--- src/rtl/seg7_scan_driver_if.sv ---
// Digit-code and display-pin bundle for the 4-digit multiplexed seven-segment driver.
// The master side drives the digit codes; the slave side is the scan driver itself.
interface seg7_scan_driver_if;
  logic [4:0] oneIn;
  logic [4:0] tenIn;
  logic [4:0] hundIn;
  logic [4:0] thouIn;
  logic [3:0] dp;
  logic       blank;
  logic [3:0] an;
  logic [6:0] seg;
  logic       dp_n;
  logic       frame_tick;

  modport master (
    output oneIn, tenIn, hundIn, thouIn, dp, blank,
    input  an, seg, dp_n, frame_tick
  );

  modport slave (
    input  oneIn, tenIn, hundIn, thouIn, dp, blank,
    output an, seg, dp_n, frame_tick
  );
endinterface

--- src/rtl/seg7_scan_driver.sv ---
// 4-digit common-anode seven-segment scan driver with a per-frame input snapshot.
// Outputs are registered from next-state scan index and shadow, so anodes never overlap.
module seg7_scan_driver #(
  parameter int SCAN_DIV = 50000,
  parameter int CNT_W    = 20
) (
  input logic               clock,
  input logic               reset,
  seg7_scan_driver_if.slave bus
);

  localparam logic [CNT_W-1:0] PCNT_LAST  = CNT_W'(SCAN_DIV - 1);
  localparam logic [4:0]       CODE_BLANK = 5'd16;

  logic [CNT_W-1:0] pcnt_r;
  logic [1:0]       idx_r;
  logic [3:0][4:0]  code_r;
  logic [3:0]       sdp_r;

  logic             wrap_s;
  logic             snap_s;
  logic [CNT_W-1:0] pcnt_nxt_s;
  logic [1:0]       idx_nxt_s;
  logic [3:0][4:0]  code_nxt_s;
  logic [3:0]       sdp_nxt_s;

  // Active-low segment pattern for a digit code; everything not listed is blank.
  function automatic logic [6:0] decode(input logic [4:0] code);
    logic [6:0] pat;
    case (code)
      5'd0:    pat = 7'h3F;
      5'd1:    pat = 7'h06;
      5'd2:    pat = 7'h5B;
      5'd3:    pat = 7'h4F;
      5'd4:    pat = 7'h66;
      5'd5:    pat = 7'h6D;
      5'd6:    pat = 7'h7D;
      5'd7:    pat = 7'h07;
      5'd8:    pat = 7'h7F;
      5'd9:    pat = 7'h6F;
      5'd10:   pat = 7'h77;
      5'd11:   pat = 7'h7C;
      5'd12:   pat = 7'h39;
      5'd13:   pat = 7'h5E;
      5'd14:   pat = 7'h79;
      5'd15:   pat = 7'h71;
      5'd17:   pat = 7'h40;
      default: pat = 7'h00;
    endcase
    return ~pat;
  endfunction

  // Next-state prescaler, scan index and frame snapshot.
  always_comb begin
    wrap_s     = (pcnt_r == PCNT_LAST);
    snap_s     = 1'b0;
    pcnt_nxt_s = pcnt_r + {{(CNT_W-1){1'b0}}, 1'b1};
    idx_nxt_s  = idx_r;
    code_nxt_s = code_r;
    sdp_nxt_s  = sdp_r;
    if (wrap_s) begin
      pcnt_nxt_s = {CNT_W{1'b0}};
      idx_nxt_s  = idx_r + 2'd1;
      snap_s     = (idx_r == 2'd3);
    end else begin
      pcnt_nxt_s = pcnt_r + {{(CNT_W-1){1'b0}}, 1'b1};
    end
    if (snap_s) begin
      code_nxt_s = {bus.thouIn, bus.hundIn, bus.tenIn, bus.oneIn};
      sdp_nxt_s  = bus.dp;
    end else begin
      code_nxt_s = code_r;
    end
  end

  // State and pin registers; pins follow the next-state index on the same edge.
  always_ff @(posedge clock) begin
    if (reset) begin
      pcnt_r         <= {CNT_W{1'b0}};
      idx_r          <= 2'd0;
      code_r         <= {4{CODE_BLANK}};
      sdp_r          <= 4'b0000;
      bus.an         <= 4'b1111;
      bus.seg        <= 7'h7F;
      bus.dp_n       <= 1'b1;
      bus.frame_tick <= 1'b0;
    end else begin
      pcnt_r         <= pcnt_nxt_s;
      idx_r          <= idx_nxt_s;
      code_r         <= code_nxt_s;
      sdp_r          <= sdp_nxt_s;
      bus.an         <= bus.blank ? 4'b1111 : ~(4'b0001 << idx_nxt_s);
      bus.seg        <= decode(code_nxt_s[idx_nxt_s]);
      bus.dp_n       <= ~sdp_nxt_s[idx_nxt_s];
      bus.frame_tick <= snap_s;
    end
  end

endmodule

--- src/flat_wrapper.sv ---
// flat-port wrapper written by rule: the top's interface ports become plain ports
module seg7_scan_driver_flat 
#(
  parameter int SCAN_DIV = 50000,
  parameter int CNT_W    = 20
)
  (clock, reset, bus_oneIn, bus_tenIn, bus_hundIn, bus_thouIn, bus_dp, bus_blank, bus_an, bus_seg, bus_dp_n, bus_frame_tick);
  seg7_scan_driver_if bus_i ();
  input logic clock;
  input logic reset;
  input wire logic [$bits(bus_i.oneIn)-1:0] bus_oneIn;
  input wire logic [$bits(bus_i.tenIn)-1:0] bus_tenIn;
  input wire logic [$bits(bus_i.hundIn)-1:0] bus_hundIn;
  input wire logic [$bits(bus_i.thouIn)-1:0] bus_thouIn;
  input wire logic [$bits(bus_i.dp)-1:0] bus_dp;
  input wire logic [$bits(bus_i.blank)-1:0] bus_blank;
  output wire logic [$bits(bus_i.an)-1:0] bus_an;
  output wire logic [$bits(bus_i.seg)-1:0] bus_seg;
  output wire logic [$bits(bus_i.dp_n)-1:0] bus_dp_n;
  output wire logic [$bits(bus_i.frame_tick)-1:0] bus_frame_tick;
  assign bus_i.oneIn = bus_oneIn;
  assign bus_i.tenIn = bus_tenIn;
  assign bus_i.hundIn = bus_hundIn;
  assign bus_i.thouIn = bus_thouIn;
  assign bus_i.dp = bus_dp;
  assign bus_i.blank = bus_blank;
  assign bus_an = bus_i.an;
  assign bus_seg = bus_i.seg;
  assign bus_dp_n = bus_i.dp_n;
  assign bus_frame_tick = bus_i.frame_tick;
  seg7_scan_driver #(.SCAN_DIV(SCAN_DIV), .CNT_W(CNT_W)) u_core (.clock(clock), .reset(reset), .bus(bus_i));
endmodule
--- config.mk ---
export PLATFORM = sky130hd
export DESIGN_NAME = seg7_scan_driver_flat
export DESIGN_NICKNAME = d
export VERILOG_FILES = /design/src/rtl/seg7_scan_driver_if.sv /design/src/rtl/seg7_scan_driver.sv /design/src/flat_wrapper.sv
export SDC_FILE = /design/constraint.sdc
export NUM_CORES = 1
export LEC_CHECK = 0
export CAP_MARGIN = 30
export CORE_ASPECT_RATIO = 1.75
export CORE_MARGIN = 2
export CORE_UTILIZATION = 55
export CTS_CLUSTER_DIAMETER = 60
export DETAILED_ROUTE_END_ITERATION = 10
export GPL_TIMING_DRIVEN = 0
export PLACE_DENSITY_LB_ADDON = 0.2
export SLEW_MARGIN = 20
export SYNTH_ARGS = -nofsm -noshare
export SYNTH_HDL_FRONTEND = slang
export SYNTH_SLANG_ARGS = --single-unit
--- constraint.sdc ---
create_clock -name clock -period 4 [get_ports clock]
set_input_delay 0.4 -clock clock [delete_from_list [all_inputs] [get_ports clock]]
set_output_delay 0.4 -clock clock [all_outputs]
set_load 0.05 [all_outputs]
---- After elaboration in Yosys (flattened, before gate mapping) ----
Memory sizes are Yosys's and may differ from the RTL's.
Index checks and enable logic that the tools add are counted.
cells by class
  bitwise gates (word level) .............. 3
  $add $sub $neg .......................... 2
  shift operators ......................... 1
  eq/ne operators ......................... 2
  reductions and logical operators ........ 2
  multiplexer cells ....................... 9
  order comparisons ....................... 1
operator list
  kind                                                                   number
  20-bit by 1-bit adder with 20-bit output (second input constant)       1
  20-bit by 16-bit == test with 1-bit output (second input constant)     1
  20-bit 2-to-1 mux                                                      1
  5-bit binary-select mux with 2-bit select                              1
  7-bit 2-to-1 mux                                                       1
  7-bit NOT                                                              1
  5-bit 2-to-1 mux                                                       1
  4-bit 2-to-1 mux                                                       1
  4-bit NOT                                                              1
  2-bit OR reduction                                                     2
  1-bit by 2-bit << shifter with 4-bit output (first input constant)     1
  2-bit by 3-bit < comparator with 1-bit output (second input constant)  1
  2-bit by 1-bit adder with 2-bit output (second input constant)         1
  1-bit binary-select mux with 2-bit select                              1
  2-bit == test (second input constant)                                  1
  1-bit 2-to-1 mux                                                       2
  2-bit 2-to-1 mux                                                       1
  1-bit NOT                                                              1
word-level totals
  bits of input ports ..................... 27
  register bits after elaboration ......... 59
  memories ................................ 1
  memory bits (read-only) ................. 224
memory list
  name             words  width  rd ports  clocked after memory_dff  wr ports  line                    RTL
  (no name shown)  32     7      1         0                         0         seg7_scan_driver.sv:30  case (code)

---- Depth between registers and ports, before layout ----
An unclocked memory read counts as a cell.
  depth after elaboration ................. 8
  gate-level depth with buffers ........... 16
  mapped depth without buffers ............ 12

---- Worst setup path before layout ----
No wires, ideal clock.
  path type ............................... reg2reg
  start ................................... reg u_core.pcnt_r[0]
  end ..................................... reg u_core.bus.seg[3]
  period minus slack after synthesis ...... 3043 ps
  library setup time ...................... 129 ps
  data required time ...................... 3871 ps
  stages on the path, launching flop included .. 17
  path buffers ............................ 4
  arrival ................................. 2914 ps
  setup slack ............................. 957 ps
  path through ............................ dfxtp_1 ha_1 and3_1 buf_2 and3_1 buf_4 and3_1 buf_4 buf_6 mux2i_1 a21oi_1 nor3_2 inv_1 ha_1 nor2b_1 a2111oi_2 a31oi_1
between the ends
  longest elaborated chain between the ends .. 8
  elaborated cells between the ends (all ways) .. 9
ends and longest elaborated chain
  what                                          line                       RTL
  from (decl)                                   seg7_scan_driver.sv:15     logic [CNT_W-1:0] pcnt_r;
  from (signal assigned)                        seg7_scan_driver.sv:79     pcnt_r <= {CNT_W{1'b0}};
  from (signal assigned)                        seg7_scan_driver.sv:88     pcnt_r <= pcnt_nxt_s;
  20-bit by 16-bit == test with 1-bit output *  seg7_scan_driver.sv:55     wrap_s = (pcnt_r == PCNT_LAST);
  1-bit 2-to-1 mux                              seg7_scan_driver.sv:61     if (wrap_s) begin
  20-bit 2-to-1 mux                             seg7_scan_driver.sv:68     if (snap_s) begin
  5-bit binary-select mux with 2-bit select *   seg7_scan_driver.sv:93     bus.seg <= decode(code_nxt_s[idx_nxt_s]);
  5-bit 2-to-1 mux (not written as such) *      seg7_scan_driver.sv:93
  memory read 32 x 7 bit *                      --
  7-bit 2-to-1 mux *                            seg7_scan_driver.sv:78     if (reset) begin
  7-bit NOT *                                   seg7_scan_driver.sv:50     return ~pat;
  to (signal assigned)                          seg7_scan_driver.sv:93
  to (decl)                                     seg7_scan_driver_if.sv:22  output an, seg, dp_n, frame_tick
Mark *: on every way between the ends. The rest lies on a longest branch, timed or not. The select of a mux whose other input is x is not followed.
A chain may end at the register's enable or synchronous reset.

---- Final worst setup path ----
Ends and elaborated chain as after synthesis.

==> flow_summary.yaml <==
clock_network:
  cts_tree: "done"
  clockRootBuffer: "clkbuf_8"
  cts_buffer_depth: 2
  cts_buffers: 9
  cts_htree_levels: 3
  cts_num_sinks: 59
  ctsResizeCount: 0
  postCtsSetupBuffers: 0
  worstSkewPairLatency_ns: 0.34
  cts.clk_slew.worst_paths_ns: 0.06
  ctsHoldBuffers: 0
sta:
  setup_slack_ns: 0.477
  finalSetupViolations: 0
  period_minus_slack_ns: 3.52
  fin_tns_setup_ns: 0
  slew_headroom_pct: 63.9
  finalCritPeriodShare_pct: 88.1
  max_freq_mhz: 284
  fin_skew_ns: 0.00690
  slew_viol_final: 0
  timing.final.hold_violations: 0
  hold-worst-slack_ns: 0.422
  worst_pin_slew_ns: 0.538
  rsz0062_at_grt: "false"
power:
  switching_share_pct: 20.4
  p_comb_share_pct: 3.8
  p_sw_w: 0.000240
  power.density_nw_per_um2: 327
  intPower_w: 0.000934
  ir_drop_mv: 0.292
  power_leakage_nw: 1.36
  clockPowerShare_pct: 45.8
  sequentialPowerShare_pct: 50.4
drt:
  wl_um: 6760
  drtAntennaViolNets: 0
  num_vias: 2524
  dr.pass1.iters: 4
  avgRoutedWirePerCell_um: 15.8
  drtIter0Drc: 105
  drc_errors: 0
  vias_per_cell: 5.90
global_routing:
  grt_pass1_vias: 2484
  track_usage_pct: 24.4
  grt_max_degree: 11
  grt_overflow: 0
  grt_pass1_wl_um: 11000
  antenna_found_initial: 0
logic_synthesis:
  ys_types: 54
  synth_cells: 320
  yosys-top-cells-area: "dfxtp_1, mux2i_1, nor2_1, ha_1, xor2_1"
  synth_edf_count: 0
  synth.ff_latch_count: 59
  ys_dominant_reg_cell: "dfxtp_1"
  ys_seq_area_share_pct: 40.1
  synth_fp_nets: 356
  synth_top_area_share_pct: 40.1
  async_reset_ff_share_pct: 0
  syn_area_um2: 2950
  synth_common_cells: "dfxtp_1, nor2_1, nand2_1"
  yosys_warnings: 0
  syn_avg_cell_area_um2: 9.21
  synth.largest_area_cell: "dfxtp_1"
  yosysMostFrequentCell: "dfxtp_1"
final_layout:
  nets: 405
  n_antenna_cell: 0
  num-fill-cells: 429
  drive_gt1_share_pct: 11.8
  area_growth_pct: 21.8
  finalNonFillerCells: 428
placement:
  dp_cells: 413
  gp_congestion: 0.872
  io_buffers: 38
  hpwl_um: 5080
  pre_cts_slack_ns: 0.500
setup_path:
  critPathLaunch: "u_core.pcnt_r[0]"
  r2r_setup_slack_ns: 0.48
  reg2reg_to: "u_core.bus.seg[3]"
  reg2reg_depth: 16
  cp-endpoint: "u_core.bus.seg[3]"
  worstSetupPathType: "register to register"
  timing.rr.start: "u_core.pcnt_r[0]"
  required_ns: 4.23
  cp_max_fo: 10
  worstSetupEndpointType: "register"
  cp-start-kind: "register"
  cp_data_arrival_time_ns: 3.75
hold_path:
  hold_path_depth: 2
  hold_class: "input port to register"
status:
  run_status: "completed"
die:
  start_util_pct: 56.5
  die-height_um: 101
  rows: 35
  die_w_um: 59.3
  dieArea_um2: 5980
  core_area_um2: 5210
  ios: 40
job:
  drv_cap: 0
-- metal layers --
layer	track usage (%)	vias to the layer above	share of wire (%)
met4	12.1	0	2.2
met3	6.55	15	4.1
li1	-	1240	-
met1	23.3	1214	36
met2	45.5	55	57
met5	0	-	0
-- cells in the final DEF, fill, tap and decap left out, types with 11 or more instances in the layout --
cell type | netlist | routed
nor2_1 | 41 | 41
clkbuf_8 | 0 | 11
nand3_1 | 16 | 16
nand2_1 | 18 | 18
clkdlybuf4s50_1 | 0 | 38
mux2i_1 | 16 | 16
o21ai_0 | 12 | 12
a22oi_1 | 11 | 11
a21oi_1 | 11 | 11
nand4_1 | 14 | 14
dfxtp_1 | 59 | 59
xor2_1 | 12 | 12
-- area by class of cell --
| cell class | count | area, um^2 | share of cell area (%) |
|---|---|---|---|
| Sequential cell | 59 | 1180 | 32.9 |
| Inverter | 7 | 26.3 | 0.732 |
| Buffer | 19 | 109 | 3.03 |
| Clock inverter | 2 | 35.0 | 0.976 |
| Tap cell | 55 | 68.8 | 1.92 |
| Timing Repair Buffer | 38 | 380 | 10.6 |
| Clock buffer | 13 | 159 | 4.43 |
| Multi-Input combinational cell | 235 | 1630 | 45.4 |
-- kinds of logic after synthesis --
| group | Yosys count | share of synthesized area, % |
|---|---|---|
| AO/OA/AOI/OAI | 53 | 12.1 |
| XOR/XNOR | 19 | 5.65 |
| adder cells (fa/ha/maj) | 9 | 3.82 |
| buffers and inverters | 26 | 4.59 |
| flip-flops | 59 | 40.1 |
| multiplexers | 17 | 5.94 |
| AND/OR/NAND/NOR | 137 | 27.8 |
-- power groups by stage --
stage	clock network (W)	logic, W	registers, W
after floorplan	0	0.0000119	0.000607
after global placement	0	0.0000440	0.000605
after detailed placement	0	0.0000441	0.000605
after CTS	0.000547	0.0000444	0.000592
after global routing	0.000569	0.0000478	0.000593
final	0.000538	0.0000442	0.000592
-- worst min path at each step --
stage / from / to / slack [ns]
4_1_cts: reset / u_core.code_r[3] / 0.41
6_report: reset / u_core.code_r[3] / 0.42
5_1_grt: reset / u_core.code_r[2] / 0.44
3_5_place_dp: u_core.pcnt_r[0] / u_core.pcnt_r[0] / 0.43
2_1_floorplan: u_core.pcnt_r[0] / u_core.pcnt_r[0] / 0.41
3_3_place_gp: u_core.pcnt_r[0] / u_core.pcnt_r[0] / 0.43
-- per-stage QoR --
stage               instance area (um^2)  util, %  total power [W]
floorplan                           2950        -         0.000619
global placement                    3400     65.2         0.000649
detailed placement                  3400     65.2         0.000649
CTS                                 3590     68.9          0.00118
global route                        3590     68.9          0.00121
finish                              3590     68.9          0.00117
-- sequential cells by signal (all words and copies together) (netlist names) --
| signal | flops |
|---|---|
| u_core.bus.frame_tick | 1 |
| u_core.bus.an | 4 |
| u_core.sdp_r | 4 |
| u_core.bus.seg | 7 |
| u_core.pcnt_r | 20 |
| u_core.code_r | 20 |
| u_core.bus.dp_n | 1 |
| u_core.idx_r | 2 |
-- worst max-delay path, cell delays in order (launching register included) --
cell       delay, ns
dfxtp_1         0.34
ha_1            0.18
and3_1          0.14
buf_2           0.17
and3_1          0.16
buf_4           0.14
and3_1          0.15
buf_4           0.15
buf_6           0.17
mux2i_1         0.30
a21oi_1         0.08
nor3_2          0.49
inv_1           0.18
ha_1            0.26
nor2b_1         0.15
a2111oi_2       0.28
a31oi_1         0.06
Power figures use the tool's default switching activity.
